`src/rtl/game_pkg.sv`:
```
// Shared types for the player jump controller.
// Jump FSM states and the video offset width.
package game_pkg;
  localparam int DIST_W = 10;
  typedef enum logic [1:0] {
    GROUND,
    RISE,
    HOLD,
    FALL
  } jump_state_t;
endpackage

```
`src/rtl/player_jump_ctrl_if.sv`:
```
// Game-side bundle of the jump controller: button, tick, freeze in;
// vertical offset, airborne flag and jump counter out.
interface player_jump_ctrl_if;
  import game_pkg::*;
  logic              jump_btn;
  logic              game_tick;
  logic              freeze;
  logic [DIST_W-1:0] distance;
  logic              airborne;
  logic [7:0]        jump_count;

  modport master (
    output jump_btn, game_tick, freeze,
    input  distance, airborne, jump_count
  );
  modport slave (
    input  jump_btn, game_tick, freeze,
    output distance, airborne, jump_count
  );
endinterface

```
`src/rtl/btn_debounce.sv`:
```
// Button synchroniser, stable-level debouncer and rising-edge pulse.
// Level flips only after CYCLES consecutive samples of the new value.
module btn_debounce #(
  parameter int CYCLES = 250000
) (
  input  logic clk,
  input  logic rst_n,
  input  logic btn,
  output logic press
);
  localparam int CW = $clog2(CYCLES + 1);

  logic          s1, s2;
  logic          level, level_q;
  logic [CW-1:0] cnt;

  always_ff @(posedge clk or negedge rst_n) begin
    if (!rst_n) begin
      s1      <= 1'b0;
      s2      <= 1'b0;
      level   <= 1'b0;
      level_q <= 1'b0;
      press   <= 1'b0;
      cnt     <= '0;
    end else begin
      s1      <= btn;
      s2      <= s1;
      level_q <= level;
      press   <= level & ~level_q;
      if (s2 == level) begin
        cnt <= '0;
      end else if (cnt == CW'(CYCLES - 1)) begin
        level <= s2;
        cnt   <= '0;
      end else begin
        cnt <= cnt + CW'(1);
      end
    end
  end
endmodule

```
`src/rtl/player_jump_ctrl.sv`:
```
// Jump button to vertical player offset: rise / hang / fall per game tick.
// Define PLAYER_DOUBLE_JUMP_EN to allow one extra jump per airtime.
module player_jump_ctrl
  import game_pkg::*;
#(
  parameter int DEBOUNCE_CYCLES = 250000,
  parameter int MAX_HEIGHT      = 120,
  parameter int RISE_STEP       = 8,
  parameter int FALL_STEP       = 6,
  parameter int HANG_TICKS      = 4
) (
  input logic               clk,
  input logic               reset,
  player_jump_ctrl_if.slave bus
);
  localparam int HW = (HANG_TICKS < 1) ? 1
                    : $clog2(HANG_TICKS + 1);
  localparam logic [10:0] MAX11 = 11'(MAX_HEIGHT);
  localparam logic [10:0] R11   = 11'(RISE_STEP);
  localparam logic [10:0] F11   = 11'(FALL_STEP);
  localparam logic [DIST_W-1:0] FIRST =
    (RISE_STEP > MAX_HEIGHT) ? DIST_W'(MAX_HEIGHT)
                             : DIST_W'(RISE_STEP);
  localparam logic [HW-1:0] HANG_INIT = HW'(HANG_TICKS);
  localparam jump_state_t PEAK =
    (HANG_TICKS == 0) ? FALL : HOLD;

  jump_state_t       state_q, state_d;
  logic [DIST_W-1:0] dist_q, dist_d;
  logic [HW-1:0]     hang_q, hang_d;
  logic [7:0]        jc_q, jc_d;
  logic              req_q, req_d;
  logic              air_q;
  logic              press;
  logic              step;
  logic              apex;
  logic [10:0]       up, up_c, dn;
`ifdef PLAYER_DOUBLE_JUMP_EN
  logic              dj_q, dj_d;
`endif

  btn_debounce #(
    .CYCLES(DEBOUNCE_CYCLES)
  ) u_db (
    .clk  (clk),
    .rst_n(reset),
    .btn  (bus.jump_btn),
    .press(press)
  );

  // 11-bit headroom so the clamp sees the true sum
  assign up   = {1'b0, dist_q} + R11;
  assign up_c = (up > MAX11) ? MAX11 : up;
  assign dn   = ({1'b0, dist_q} >= F11)
              ? {1'b0, dist_q} - F11 : '0;
  assign apex = (up_c == MAX11);
  assign step = bus.game_tick & ~bus.freeze;

  always_comb begin
    state_d = state_q;
    dist_d  = dist_q;
    hang_d  = hang_q;
    jc_d    = jc_q;
    req_d   = req_q;
`ifdef PLAYER_DOUBLE_JUMP_EN
    dj_d    = dj_q;
`endif
    if (bus.freeze)         req_d = 1'b0;
    else if (press)         req_d = 1'b1;
    else if (bus.game_tick) req_d = 1'b0;

    if (step) begin
      unique case (state_q)
        GROUND: begin
          if (req_q) begin
            state_d = RISE;
            dist_d  = FIRST;
            jc_d    = jc_q + 8'd1;
          end
        end
        RISE: begin
          dist_d = up_c[DIST_W-1:0];
          if (apex) begin
            state_d = PEAK;
            hang_d  = HANG_INIT;
          end
        end
        HOLD: begin
          hang_d = hang_q - HW'(1);
          if (hang_q == HW'(1)) state_d = FALL;
        end
        FALL: begin
          dist_d = dn[DIST_W-1:0];
          if (dn == '0) begin
            state_d = GROUND;
`ifdef PLAYER_DOUBLE_JUMP_EN
            dj_d    = 1'b0;
`endif
          end
        end
        default: ;
      endcase
`ifdef PLAYER_DOUBLE_JUMP_EN
      // mid-air restart overrides the normal profile step
      if (req_q && !dj_q && state_q != GROUND) begin
        dist_d  = up_c[DIST_W-1:0];
        jc_d    = jc_q + 8'd1;
        dj_d    = 1'b1;
        state_d = apex ? PEAK : RISE;
        if (apex) hang_d = HANG_INIT;
      end
`endif
    end
  end

  always_ff @(posedge clk or negedge reset) begin
    if (!reset) begin
      state_q <= GROUND;
      dist_q  <= '0;
      hang_q  <= '0;
      jc_q    <= '0;
      req_q   <= 1'b0;
      air_q   <= 1'b0;
    end else begin
      state_q <= state_d;
      dist_q  <= dist_d;
      hang_q  <= hang_d;
      jc_q    <= jc_d;
      req_q   <= req_d;
      air_q   <= (state_d != GROUND);
    end
  end

`ifdef PLAYER_DOUBLE_JUMP_EN
  always_ff @(posedge clk or negedge reset) begin
    if (!reset) dj_q <= 1'b0;
    else        dj_q <= dj_d;
  end
`endif

  assign bus.distance   = dist_q;
  assign bus.airborne   = air_q;
  assign bus.jump_count = jc_q;
endmodule

```
`src/flat_wrapper.sv`:
```
// flat-port wrapper written by rule: the top's interface ports become plain ports
module player_jump_ctrl_flat import game_pkg::*;
#(
  parameter int DEBOUNCE_CYCLES = 250000,
  parameter int MAX_HEIGHT      = 120,
  parameter int RISE_STEP       = 8,
  parameter int FALL_STEP       = 6,
  parameter int HANG_TICKS      = 4
)
  (clk, reset, bus_jump_btn, bus_game_tick, bus_freeze, bus_distance, bus_airborne, bus_jump_count);
  player_jump_ctrl_if bus_i ();
  input logic clk;
  input logic reset;
  input wire logic [$bits(bus_i.jump_btn)-1:0] bus_jump_btn;
  input wire logic [$bits(bus_i.game_tick)-1:0] bus_game_tick;
  input wire logic [$bits(bus_i.freeze)-1:0] bus_freeze;
  output wire logic [$bits(bus_i.distance)-1:0] bus_distance;
  output wire logic [$bits(bus_i.airborne)-1:0] bus_airborne;
  output wire logic [$bits(bus_i.jump_count)-1:0] bus_jump_count;
  assign bus_i.jump_btn = bus_jump_btn;
  assign bus_i.game_tick = bus_game_tick;
  assign bus_i.freeze = bus_freeze;
  assign bus_distance = bus_i.distance;
  assign bus_airborne = bus_i.airborne;
  assign bus_jump_count = bus_i.jump_count;
  player_jump_ctrl #(.DEBOUNCE_CYCLES(DEBOUNCE_CYCLES), .MAX_HEIGHT(MAX_HEIGHT), .RISE_STEP(RISE_STEP), .FALL_STEP(FALL_STEP), .HANG_TICKS(HANG_TICKS)) u_core (.clk(clk), .reset(reset), .bus(bus_i));
endmodule
```
`config.mk`:
```
export PLATFORM = sky130hd
export DESIGN_NAME = player_jump_ctrl_flat
export DESIGN_NICKNAME = d
export VERILOG_FILES = /design/src/rtl/game_pkg.sv /design/src/rtl/player_jump_ctrl_if.sv /design/src/rtl/btn_debounce.sv /design/src/rtl/player_jump_ctrl.sv /design/src/flat_wrapper.sv
export SDC_FILE = /design/constraint.sdc
export NUM_CORES = 1
export LEC_CHECK = 0
export CELL_PAD_IN_SITES_DETAIL_PLACEMENT = 0
export CELL_PAD_IN_SITES_GLOBAL_PLACEMENT = 1
export CORE_MARGIN = 2
export CORE_UTILIZATION = 45
export DETAILED_ROUTE_END_ITERATION = 10
export PLACE_DENSITY = 0.87
export SYNTH_ARGS = -nofsm -noshare
export SYNTH_HDL_FRONTEND = slang
export SYNTH_SLANG_ARGS = --single-unit
```
`constraint.sdc`:
```
create_clock -name clk -period 5 [get_ports clk]
set_input_delay 0.75 -clock clk [delete_from_list [all_inputs] [get_ports clk]]
set_output_delay 0.75 -clock clk [all_outputs]
set_load 0.005 [all_outputs]
```
---- Word-level counts from Yosys, hierarchy flattened ----
Cells that the tools add are included.
storage, ports and cells
  register bits ........................... 48
  memory bits (read-only) ................. 0
  logic and storage cells ................. 60
  bits in writable memories ............... 0
  input bits .............................. 5
  bits in latches ......................... 0
  memories kept ........................... 0
  output and inout bits ................... 19
cells by class
  equality and inequality tests ........... 9
  reduce and logical (&&, ||, !) cells .... 10
  div/mod/pow operators ................... 0
  multiply operators ...................... 0
  shift-type cells ........................ 0
  bitwise logic cells ..................... 5
  $lt $le $gt $ge ......................... 2
  add/sub/neg operators ................... 5
  mux-type cells .......................... 17
operators with widths
  kind                                                             count
  two-way mux 18 bit                                               2
  case mux 10 bit (3 select lines)                                 1
  two-way mux 11 bit                                               2
  adder 18 x 1 -> 18 bit (second input constant)                   1
  == test 18 bit (second input constant)                           1
  adder 10 x 4 -> 11 bit (second input constant)                   1
  == test 11 x 7 -> 1 bit (second input constant)                  1
  greater-than comparator 11 x 7 -> 1 bit (second input constant)  1
  zero test 11 bit                                                 1
  subtractor 10 x 3 -> 11 bit (second input constant)              1
  >= comparator 10 x 3 -> 1 bit (second input constant)            1
  two-way mux 10 bit                                               1
  two-way mux 2 bit                                                5
  AND reduction 3 bit                                              3
  adder 8 x 1 -> 8 bit (second input constant)                     1
  case mux 2 bit (4 select lines)                                  1
  case mux 3 bit (2 select lines)                                  1
  nonzero test 3 bit                                               2
  == test 2 bit (second input constant)                            2
  inequality test 2 x 1 -> 1 bit (second input constant)           2
  nonzero test 2 bit                                               2
  == test 3 x 1 -> 1 bit (second input constant)                   1
  two-way mux 1 bit                                                3
  two-way mux 3 bit                                                1
  7 further kinds                                                  10

---- Longest topological paths before layout ----
Gate-level depths: netlist of run 1.
  word-level depth ........................ 8
  gate-level depth with buffers ........... 8
  depth with buffers taken out ............ 7

---- By module ----
From an unflattened synthesis of run 1, not the netlist that was laid out.
unflattened totals
  cells, all modules ...................... 283
  area, all modules ....................... 2795.2 um^2
by module, submodules not included
  module            seq. area each (um^2)  area an instance (um^2)  cells each  times used
  player_jump_ctrl  625.6                  1709.1                   182         1
  btn_debounce      575.6                  1086.0                   101         1

---- Worst setup path before layout of run 1 ----
Ideal clock, no wire load.
  kind .................................... in2reg
  start point ............................. in bus_game_tick
  end point ............................... reg u_core.dist_q[6], in the netlist u_core.bus.distance[6]
  slack ................................... 2981 ps
  data arrival time ....................... 1932 ps
  stages on the path ...................... 5
  buffers on the path ..................... 0
  setup time .............................. 87 ps
  required time ........................... 4913 ps
  cell sequence ........................... nor2b_1 -> o21ai_1 -> a211o_1 -> or4_1 -> o211ai_1
on the way
  word-level cells in the longest chain between the ends .. 2
ends and longest elaborated chain
  element                               line                     source
  from (decl)                           flat_wrapper.sv:15       input wire logic [$bits(bus_i.game_tick)-1:0] bus_game_tick;
  AND 1 bit                             player_jump_ctrl.sv:57   assign step = bus.game_tick & ~bus.freeze;
  AND reduction 3 bit (no source line)  --
  to (signal assigned)                  player_jump_ctrl.sv:126  dist_q <= dist_d;
  to (decl)                             player_jump_ctrl.sv:29   logic [DIST_W-1:0] dist_q, dist_d;
Every way passes these cells.
A chain may end at the register's enable or synchronous reset.

---- Final worst setup path of run 1 ----
Same ends and word-level chain as after synthesis.

==> results of run 1 <==
per-layer routing:
layer / GRT usage [%] / up-vias
met2: 30.50 / 36
met1: 22.92 / 988
met3: 3.556 / 12
met5: 0 / -
li1: - / 1013
met4: 5.932 / 0
Yosys cell counts (2+ instances only):
| cell | number | area, um^2 |
|---|---|---|
| sky130_fd_sc_hd__o21a_1 | 3 | 22.52 |
| sky130_fd_sc_hd__ha_1 | 8 | 100.1 |
| sky130_fd_sc_hd__o21ai_0 | 9 | 45.04 |
| sky130_fd_sc_hd__a21oi_1 | 7 | 35.03 |
| sky130_fd_sc_hd__and4_1 | 4 | 35.03 |
| sky130_fd_sc_hd__nor4_1 | 4 | 25.02 |
| sky130_fd_sc_hd__o221ai_1 | 2 | 17.52 |
| sky130_fd_sc_hd__o21ai_1 | 3 | 15.01 |
| sky130_fd_sc_hd__nor3_2 | 2 | 20.02 |
| sky130_fd_sc_hd__nor2_1 | 33 | 123.9 |
| sky130_fd_sc_hd__xnor2_1 | 26 | 227.7 |
| sky130_fd_sc_hd__nor4b_1 | 2 | 17.52 |
| sky130_fd_sc_hd__nand3_1 | 11 | 55.05 |
| sky130_fd_sc_hd__a21boi_0 | 2 | 15.01 |
| sky130_fd_sc_hd__mux2i_1 | 2 | 20.02 |
| sky130_fd_sc_hd__or3_1 | 2 | 12.51 |
| sky130_fd_sc_hd__and2_1 | 2 | 12.51 |
| sky130_fd_sc_hd__xor2_1 | 3 | 26.28 |
| sky130_fd_sc_hd__a211o_1 | 2 | 17.52 |
| sky130_fd_sc_hd__nor2b_1 | 9 | 56.30 |
| sky130_fd_sc_hd__nand4_1 | 5 | 31.28 |
| sky130_fd_sc_hd__buf_2 | 6 | 30.03 |
| sky130_fd_sc_hd__a31oi_1 | 4 | 25.02 |
| sky130_fd_sc_hd__or4_1 | 2 | 15.01 |
| sky130_fd_sc_hd__mux2_2 | 3 | 33.78 |
| sky130_fd_sc_hd__dfrtp_1 | 48 | 1201 |
| sky130_fd_sc_hd__inv_1 | 12 | 45.04 |
| sky130_fd_sc_hd__nand2b_1 | 2 | 12.51 |
| sky130_fd_sc_hd__clkbuf_1 | 5 | 18.77 |
| sky130_fd_sc_hd__nor3_1 | 11 | 55.05 |
| sky130_fd_sc_hd__nand2_1 | 18 | 67.56 |
| sky130_fd_sc_hd__and3_1 | 2 | 12.51 |
| sky130_fd_sc_hd__or2_2 | 2 | 12.51 |
| sky130_fd_sc_hd__o211ai_1 | 3 | 22.52 |
| sky130_fd_sc_hd__o41a_1 | 2 | 22.52 |
flip-flops by register name, indices dropped and copies added (netlist names):
register / count
u_core.u_db.s2: 1
u_core.hang_q: 3
u_core.bus.jump_count: 8
u_core.bus.distance: 10
u_core.req_q: 1
u_core.state_q: 2
u_core.u_db.press: 1
u_core.u_db.level: 1
u_core.u_db.level_q: 1
u_core.bus.airborne: 1
u_core.u_db.cnt: 18
u_core.u_db.s1: 1
area by class of cell:
cell class,count,area [um^2],area share (%)
Clock buffer,6,72.57,2.386
Tap cell,75,93.84,3.085
Timing Repair Buffer,23,225.2,7.404
Multi-Input combinational cell,206,1369,45.00
Sequential cell,48,1201,39.49
Inverter,12,45.04,1.481
Clock inverter,2,35.03,1.152
metrics by stage:
step	utilization, %	power [uW]	hold WS [ns]	cells
2_1_floorplan	-	774.7	0.3312	278
3_3_place_gp	50.45	884.4	0.3390	364
3_5_place_dp	50.45	886.8	0.3393	364
4_1_cts	52.30	1168	0.3604	372
5_1_grt	52.30	1244	0.3640	372
6_report	52.30	1157	0.3574	372
power by group:
part | switching, uW | total [uW] | leakage [uW] | internal [uW]
Combinational | 184 | 364 | 0.000557 | 180
Clock | 128 | 276 | 0.0000552 | 149
Sequential | 89.9 | 517 | 0.000644 | 427
cell families after synthesis:
group / share of synthesized area (%)
AO/OA/AOI/OAI: 12.58
XOR/XNOR: 9.495
adder cells (fa/ha/maj): 3.742
buffers and inverters: 3.929
flip-flops: 44.90
multiplexers: 2.011
AND/OR/NAND/NOR: 23.34
how the worst min path moves through the flow:
stage,slack [ns],to,depth (start not counted)
6_report,0.36,u_core.u_db.s2$_DFF_PN0_,0
5_1_grt,0.36,u_core.u_db.s2$_DFF_PN0_,0
4_1_cts,0.36,u_core.u_db.s2$_DFF_PN0_,0
3_5_place_dp,0.34,u_core.u_db.s2$_DFF_PN0_,0
3_3_place_gp,0.34,u_core.u_db.s2$_DFF_PN0_,0
2_1_floorplan,0.33,u_core.u_db.s2$_DFF_PN0_,0
==> impl_summary.log, run 1 <==
[metrics] Worst setup SP type: input port
[metrics] first-pass GRT wire length: 9149 um
[metrics] number of global-route vias before repair: 2017
[metrics] endpoints failing setup: 0
[metrics] count of buffering cells on the critical path with inverters included: 1
[metrics] actual transition at the worst max-transition pin: 1.060 ns
[metrics] setup slack, reg-to-reg: 2.66 ns
[metrics] Initial Utilization: 46.00%
[metrics] max-cap viol count: 0
[metrics] unrepaired setup endpoints after global routing: false
[metrics] VDD IR max: 0.2342 mV
[metrics] max frequency: 0.4078 GHz
[metrics] class of the most critical hold timing path: register to register
[metrics] endpoint required time on the critical path: 5.21 ns
[metrics] initial detailed-routing violation count: 148
[metrics] number of synthesized flops with an enable pin: 0
[metrics] post-layout instance area: 3042 um^2
[metrics] total global-route track usage: 17.94%
[metrics] routed wl met3: 174 um
[metrics] number of H-tree levels: 2
[metrics] category of the worst setup path capture point: register
[metrics] Synthesis Warnings: 0
[metrics] post-detail-place hpwl: 3760 um
[metrics] delay-heaviest family, CP: simple AND/OR/NAND/NOR gates
[metrics] number of pins exceeding their max-slew limit in the final report: 0
[metrics] predominant post-synthesis flop cell: sky130_fd_sc_hd__dfrtp_1
[metrics] Die Area: 6577 um^2
[metrics] clock latency at the later pin of the worst-skew pair: 0.30 ns
[metrics] total routed wire length on the met1 layer: 2447 um
[metrics] share of layout cells above drive strength 1: 7.071%
[metrics] register bit total from synthesis: 48
[metrics] arrival time worst endpoint: 2.67 ns
[metrics] clk sink count: 48
[metrics] number of nets in the layout: 309
[metrics] Lkg Pwr: 0.001257 uW
[metrics] worst rel slew slack: 29.36%
[metrics] placed instance area: 2934 um^2
[metrics] Num CTS Buffers: 5
[metrics] largest net degree at the start of global routing: 49
[metrics] uppermost metal layer occupied by signal nets: met4
[metrics] critical register-to-register path startpoint: u_core.bus.distance[3]$_DFFE_PN0P_
[metrics] slowest cell on the critical path: sky130_fd_sc_hd__clkdlybuf4s50_1
[metrics] FF-to-FF End: u_core.hang_q[0]$_DFFE_PN0P_
[metrics] die span in x: 81.10 um
[metrics] fillcell total: 571
[metrics] row cnt: 28
[metrics] number of buffer cells added on primary ports: 23
[metrics] Ant. Diodes: 0
[metrics] Worst setup startpoint: bus_game_tick
[metrics] Resize count post-CTS: 0
[metrics] Power per Cell Area: 380.4 nW/um^2
[metrics] number of cells on the critical path: 6
[metrics] post-synthesis to final-layout area growth: 13.70%
[metrics] number of instances in the synthesized netlist: 278
[metrics] die height: 81.10 um
[metrics] Worst Path Max Fanout: 6
[metrics] total nets after synthesis: 291
[metrics] deepest clock path buffer count: 2
[metrics] IO Pins: 24
[metrics] Register-to-Register Path Depth: 6
[metrics] number of detailed-route iterations in the first pass: 4
[metrics] total via count in the routed design: 2049
[metrics] post-CTS setup buffer count: 0
[metrics] DRC errors left: 0
[metrics] Netlist Area Pre-Place: 2675 um^2
[metrics] Critical path destination: u_core.bus.distance[6]$_DFFE_PN0P_
[metrics] final total negative setup slack: 0 ns
[metrics] clock tree from TritonCTS: done
[metrics] proportion of register bits with asynchronous set or reset after synthesis: 100.0%
[metrics] Hold-fix buffers, CTS: 0
[metrics] maximum clock skew at final layout: 0.007551 ns
[metrics] sequential share of the synthesized area: 44.90%
[metrics] count of cell types in the netlist: 52
[metrics] most common library cell in the layout ignoring fill and taps: sky130_fd_sc_hd__dfrtp_1
[metrics] post-route setup slack: 2.548 ns
[metrics] mean area per synthesized cell: 9.623 um^2
[metrics] final critical path time including I/O delays and setup: 2.452 ns
[metrics] series of cell instances along the critical path: clkdlybuf4s50_1 -> nor2b_1 -> o21ai_1 -> a211o_1 -> or4_1 -> o211ai_1
[metrics] Critical Setup Path Class: input port to register
[metrics] routability cong.: 0.8330
[metrics] clock transition time at the flip-flop clock pins of the worst setup and hold paths: 0.09 ns
[metrics] maximum single-stage delay on the critical path: 0.49 ns
[metrics] average wire per cell in the routed design: 14.35 um
[metrics] overflow left after global routing: 0
[metrics] via/cell ratio: 5.508
[metrics] result of the run: finished, final reports clean
[metrics] Tcrit/Tclk final: 49.04%
[metrics] top library cells by usage in the layout, fill and taps aside: sky130_fd_sc_hd__dfrtp_1 (48), sky130_fd_sc_hd__nor2_1 (33), sky130_fd_sc_hd__xnor2_1 (26)
[metrics] origin of the worst min-delay path: u_core.u_db.s1$_DFF_PN0_
[metrics] Post-DRT Antenna Nets: 0
[metrics] number of antenna violations at the first check in global routing: 0
[metrics] worst slack after detailed placement: 2.260 ns
[metrics] core box area: 5816 um^2
[metrics] met2 routed wirelength: 2621 um
[metrics] Root Buffer: sky130_fd_sc_hd__clkbuf_8
[metrics] total count of hold-check failures in the final report: 0
[metrics] total detailed-routing wirelength: 5338 um
Power figures use the tool's default switching activity.
==> run 2: changes to the inputs <==
==> constraint.sdc (replaced) <==
create_clock -name clk -period 2.52 [get_ports clk]
set_input_delay 0.378 -clock clk [delete_from_list [all_inputs] [get_ports clk]]
set_output_delay 0.378 -clock clk [all_outputs]
set_load 0.005 [all_outputs]
==> run 2 against run 1 <==
  * Design area grew 2.2%
  * Critical path depth grew 1
  * Combinational power grew 140%
  * First-iteration DRC count grew 29%
  * Utilization grew 1.1 points
  * Die area is the same
  * Sequential power grew 91%
  * Non-clock buffer count grew 12
  * Cell count grew 3.0%
  * Sequential cell count is the same
  * Clock skew grew 0.0047 ns
  * Setup slack lost 2.3 ns
==> impl_summary.log, run 2 (synthesis gave the netlist of run 1 again) <==
[metrics] post-layout instance area: 3108 um^2 (+2.2%)
[metrics] Initial Utilization: 46.00% (unchanged)
[metrics] FF-to-FF End: u_core.bus.distance[5]$_DFFE_PN0P_
[metrics] clock tree from TritonCTS: done
[metrics] arrival time worst endpoint: 2.42 ns (-0.25 ns)
[metrics] Resize count post-CTS: 0 (unchanged)
[metrics] unrepaired setup endpoints after global routing: false
[metrics] Worst setup startpoint: u_core.bus.distance[3]$_DFFE_PN0P_
[metrics] initial detailed-routing violation count: 191 (+29%)
[metrics] overflow left after global routing: 0 (unchanged)
[metrics] number of buffer cells added on primary ports: 23 (unchanged)
[metrics] Lkg Pwr: 0.001302 uW (+3.6%)
[metrics] max-cap viol count: 0 (unchanged)
[metrics] post-synthesis to final-layout area growth: 16.18%
[metrics] number of antenna violations at the first check in global routing: 0 (unchanged)
[metrics] post-detail-place hpwl: 4127 um (+9.7%)
[metrics] setup slack, reg-to-reg: 0.28 ns (-2.38 ns)
[metrics] share of layout cells above drive strength 1: 10.39% (+3.3 points)
[metrics] Root Buffer: sky130_fd_sc_hd__clkbuf_8
[metrics] IO Pins: 24 (unchanged)
[metrics] Post-DRT Antenna Nets: 0 (unchanged)
[metrics] clock latency at the later pin of the worst-skew pair: 0.30 ns (about the same)
[metrics] most common library cell in the layout ignoring fill and taps: sky130_fd_sc_hd__dfrtp_1
[metrics] worst rel slew slack: 68.25% (+39 points)
[metrics] number of flip-flops under the largest register name: 18 (unchanged)
[metrics] total global-route track usage: 18.99% (+1.0 points)
[metrics] Ant. Diodes: 0 (unchanged)
[metrics] footprint of the multi-input gates: 1369 um^2 (unchanged)
[metrics] clk sink count: 48 (unchanged)
[metrics] Num CTS Buffers: 5 (unchanged)
[metrics] Die Area: 6577 um^2 (unchanged)
[metrics] number of global-route vias before repair: 2051 (+1.7%)
[metrics] via/cell ratio: 5.564 (+1.0%)
[metrics] total detailed-routing wirelength: 5746 um (+7.6%)
[metrics] core box area: 5816 um^2 (unchanged)
[metrics] Register-to-Register Path Depth: 7 (+1)
[metrics] number of pins exceeding their max-slew limit in the final report: 0 (unchanged)
[metrics] average wire per cell in the routed design: 15.00 um (+4.6%)
[metrics] max frequency: 0.4466 GHz
[metrics] row cnt: 28 (unchanged)
[metrics] Critical path destination: u_core.bus.distance[5]$_DFFE_PN0P_
[metrics] Critical Setup Path Class: register to register
[metrics] die height: 81.10 um (unchanged)
[metrics] final critical path time including I/O delays and setup: 2.239 ns
[metrics] deepest clock path buffer count: 2 (unchanged)
[metrics] number of nets in the layout: 321 (+3.9%)
[metrics] first-pass GRT wire length: 9591 um (+4.8%)
[metrics] combined flip-flop and latch cell area: 1201 um^2 (unchanged)
[metrics] Worst setup SP type: register
[metrics] top library cells by usage in the layout, fill and taps aside: sky130_fd_sc_hd__dfrtp_1 (48), sky130_fd_sc_hd__nor2_1 (33), sky130_fd_sc_hd__xnor2_1 (26)
[metrics] Worst Path Max Fanout: 7 (+1)
[metrics] total count of hold-check failures in the final report: 0 (unchanged)
[metrics] Most flops, register: u_core.u_db.cnt
[metrics] routability cong.: 0.8420 (+1.1%)
[metrics] actual transition at the worst max-transition pin: 0.4697 ns (-0.5898 ns)
[metrics] VDD IR max: 0.4083 mV (+74%)
[metrics] total via count in the routed design: 2131 (+4.0%)
[metrics] result of the run: finished, final reports clean
[metrics] number of detailed-route iterations in the first pass: 4 (unchanged)
[metrics] clock transition time at the flip-flop clock pins of the worst setup and hold paths: 0.10 ns (about the same)
[metrics] fillcell total: 551 (-3.5%)
[metrics] DRC errors left: 0 (unchanged)
[metrics] Tcrit/Tclk final: 88.85%
[metrics] endpoints failing setup: 0 (unchanged)
[metrics] maximum clock skew at final layout: 0.01230 ns (+0.004746 ns)
[metrics] class of the most critical hold timing path: register to register
[metrics] placed instance area: 3017 um^2 (+2.8%)
[metrics] Power per Cell Area: 736.5 nW/um^2 (+94%)
[metrics] endpoint required time on the critical path: 2.70 ns (-2.51 ns)
[metrics] largest net degree at the start of global routing: 22 (-55%)
[metrics] number of H-tree levels: 2 (unchanged)
[metrics] die span in x: 81.10 um (unchanged)
[metrics] category of the worst setup path capture point: register
[metrics] final total negative setup slack: 0 ns (unchanged)
[metrics] critical register-to-register path startpoint: u_core.bus.distance[3]$_DFFE_PN0P_
## run 2: metal layers
layer	GRT usage, %	vias up	wire length (um)
met5	0	-	0
met4	7.797	0	63
met3	3.444	6	252
met2	31.40	55	2843
met1	24.61	1035	2587
li1	-	1035	-
## run 2: what timing repair did
item                      in CTS  in global routing
buffers inserted               0                  0
hold buffers                   1                  0
hold endpoints to repair      13                  0
## run 2: worst min-delay path by stage
stage,depth (start not counted),startpoint,slack (ns),end
floorplan,0,reset,0.08,u_core.bus.airborne$_DFF_PN0_
global placement,1,reset,0.31,u_core.u_db.cnt[11]$_DFF_PN0_
detailed placement,1,reset,0.32,u_core.u_db.cnt[11]$_DFF_PN0_
CTS,0,u_core.u_db.s1$_DFF_PN0_,0.36,u_core.u_db.s2$_DFF_PN0_
global route,0,u_core.u_db.s1$_DFF_PN0_,0.38,u_core.u_db.s2$_DFF_PN0_
finish,0,u_core.u_db.s1$_DFF_PN0_,0.36,u_core.u_db.s2$_DFF_PN0_
## run 2: worst max-delay path, cell delays in order, from the launching register on
cell	delay [ns]
sky130_fd_sc_hd__dfrtp_1	0.46
sky130_fd_sc_hd__ha_1	0.31
sky130_fd_sc_hd__a31oi_1	0.24
sky130_fd_sc_hd__a41oi_1	0.06
sky130_fd_sc_hd__or2_0	0.32
sky130_fd_sc_hd__buf_4	0.19
sky130_fd_sc_hd__nor4_1	0.40
sky130_fd_sc_hd__o211ai_1	0.12
## run 2: final cells by class
| cell class | instances | share of cell area (%) |
|---|---|---|
| Timing Repair Buffer | 35 | 10.23 |
| Sequential cell | 48 | 38.65 |
| Inverter | 12 | 1.449 |
| Tap cell | 75 | 3.019 |
| Clock inverter | 2 | 0.4026 |
| Clock buffer | 5 | 2.214 |
| Multi-Input combinational cell | 206 | 44.04 |
## run 2: stage by stage
stage                     util [%]  std cells  total power (uW)  hold WS (ns)  setup slack (ns)
after floorplan                  -        278              1537       0.08241            0.5056
after global placement       51.87        375              1831        0.3107            0.3529
after detailed placement     51.87        375              1845        0.3159            0.3143
after CTS                    53.44        383              2300        0.3570            0.2821
after global routing         53.44        383              2451        0.3754           0.06744
final                        53.44        383              2289        0.3551            0.2810
## run 2: report_power, final
group | internal (uW) | total, uW | switching, uW
clock network | 188 | 443 | 254
logic | 415 | 860 | 445
registers | 847 | 986 | 139
total | 1450 | 2290 | 838
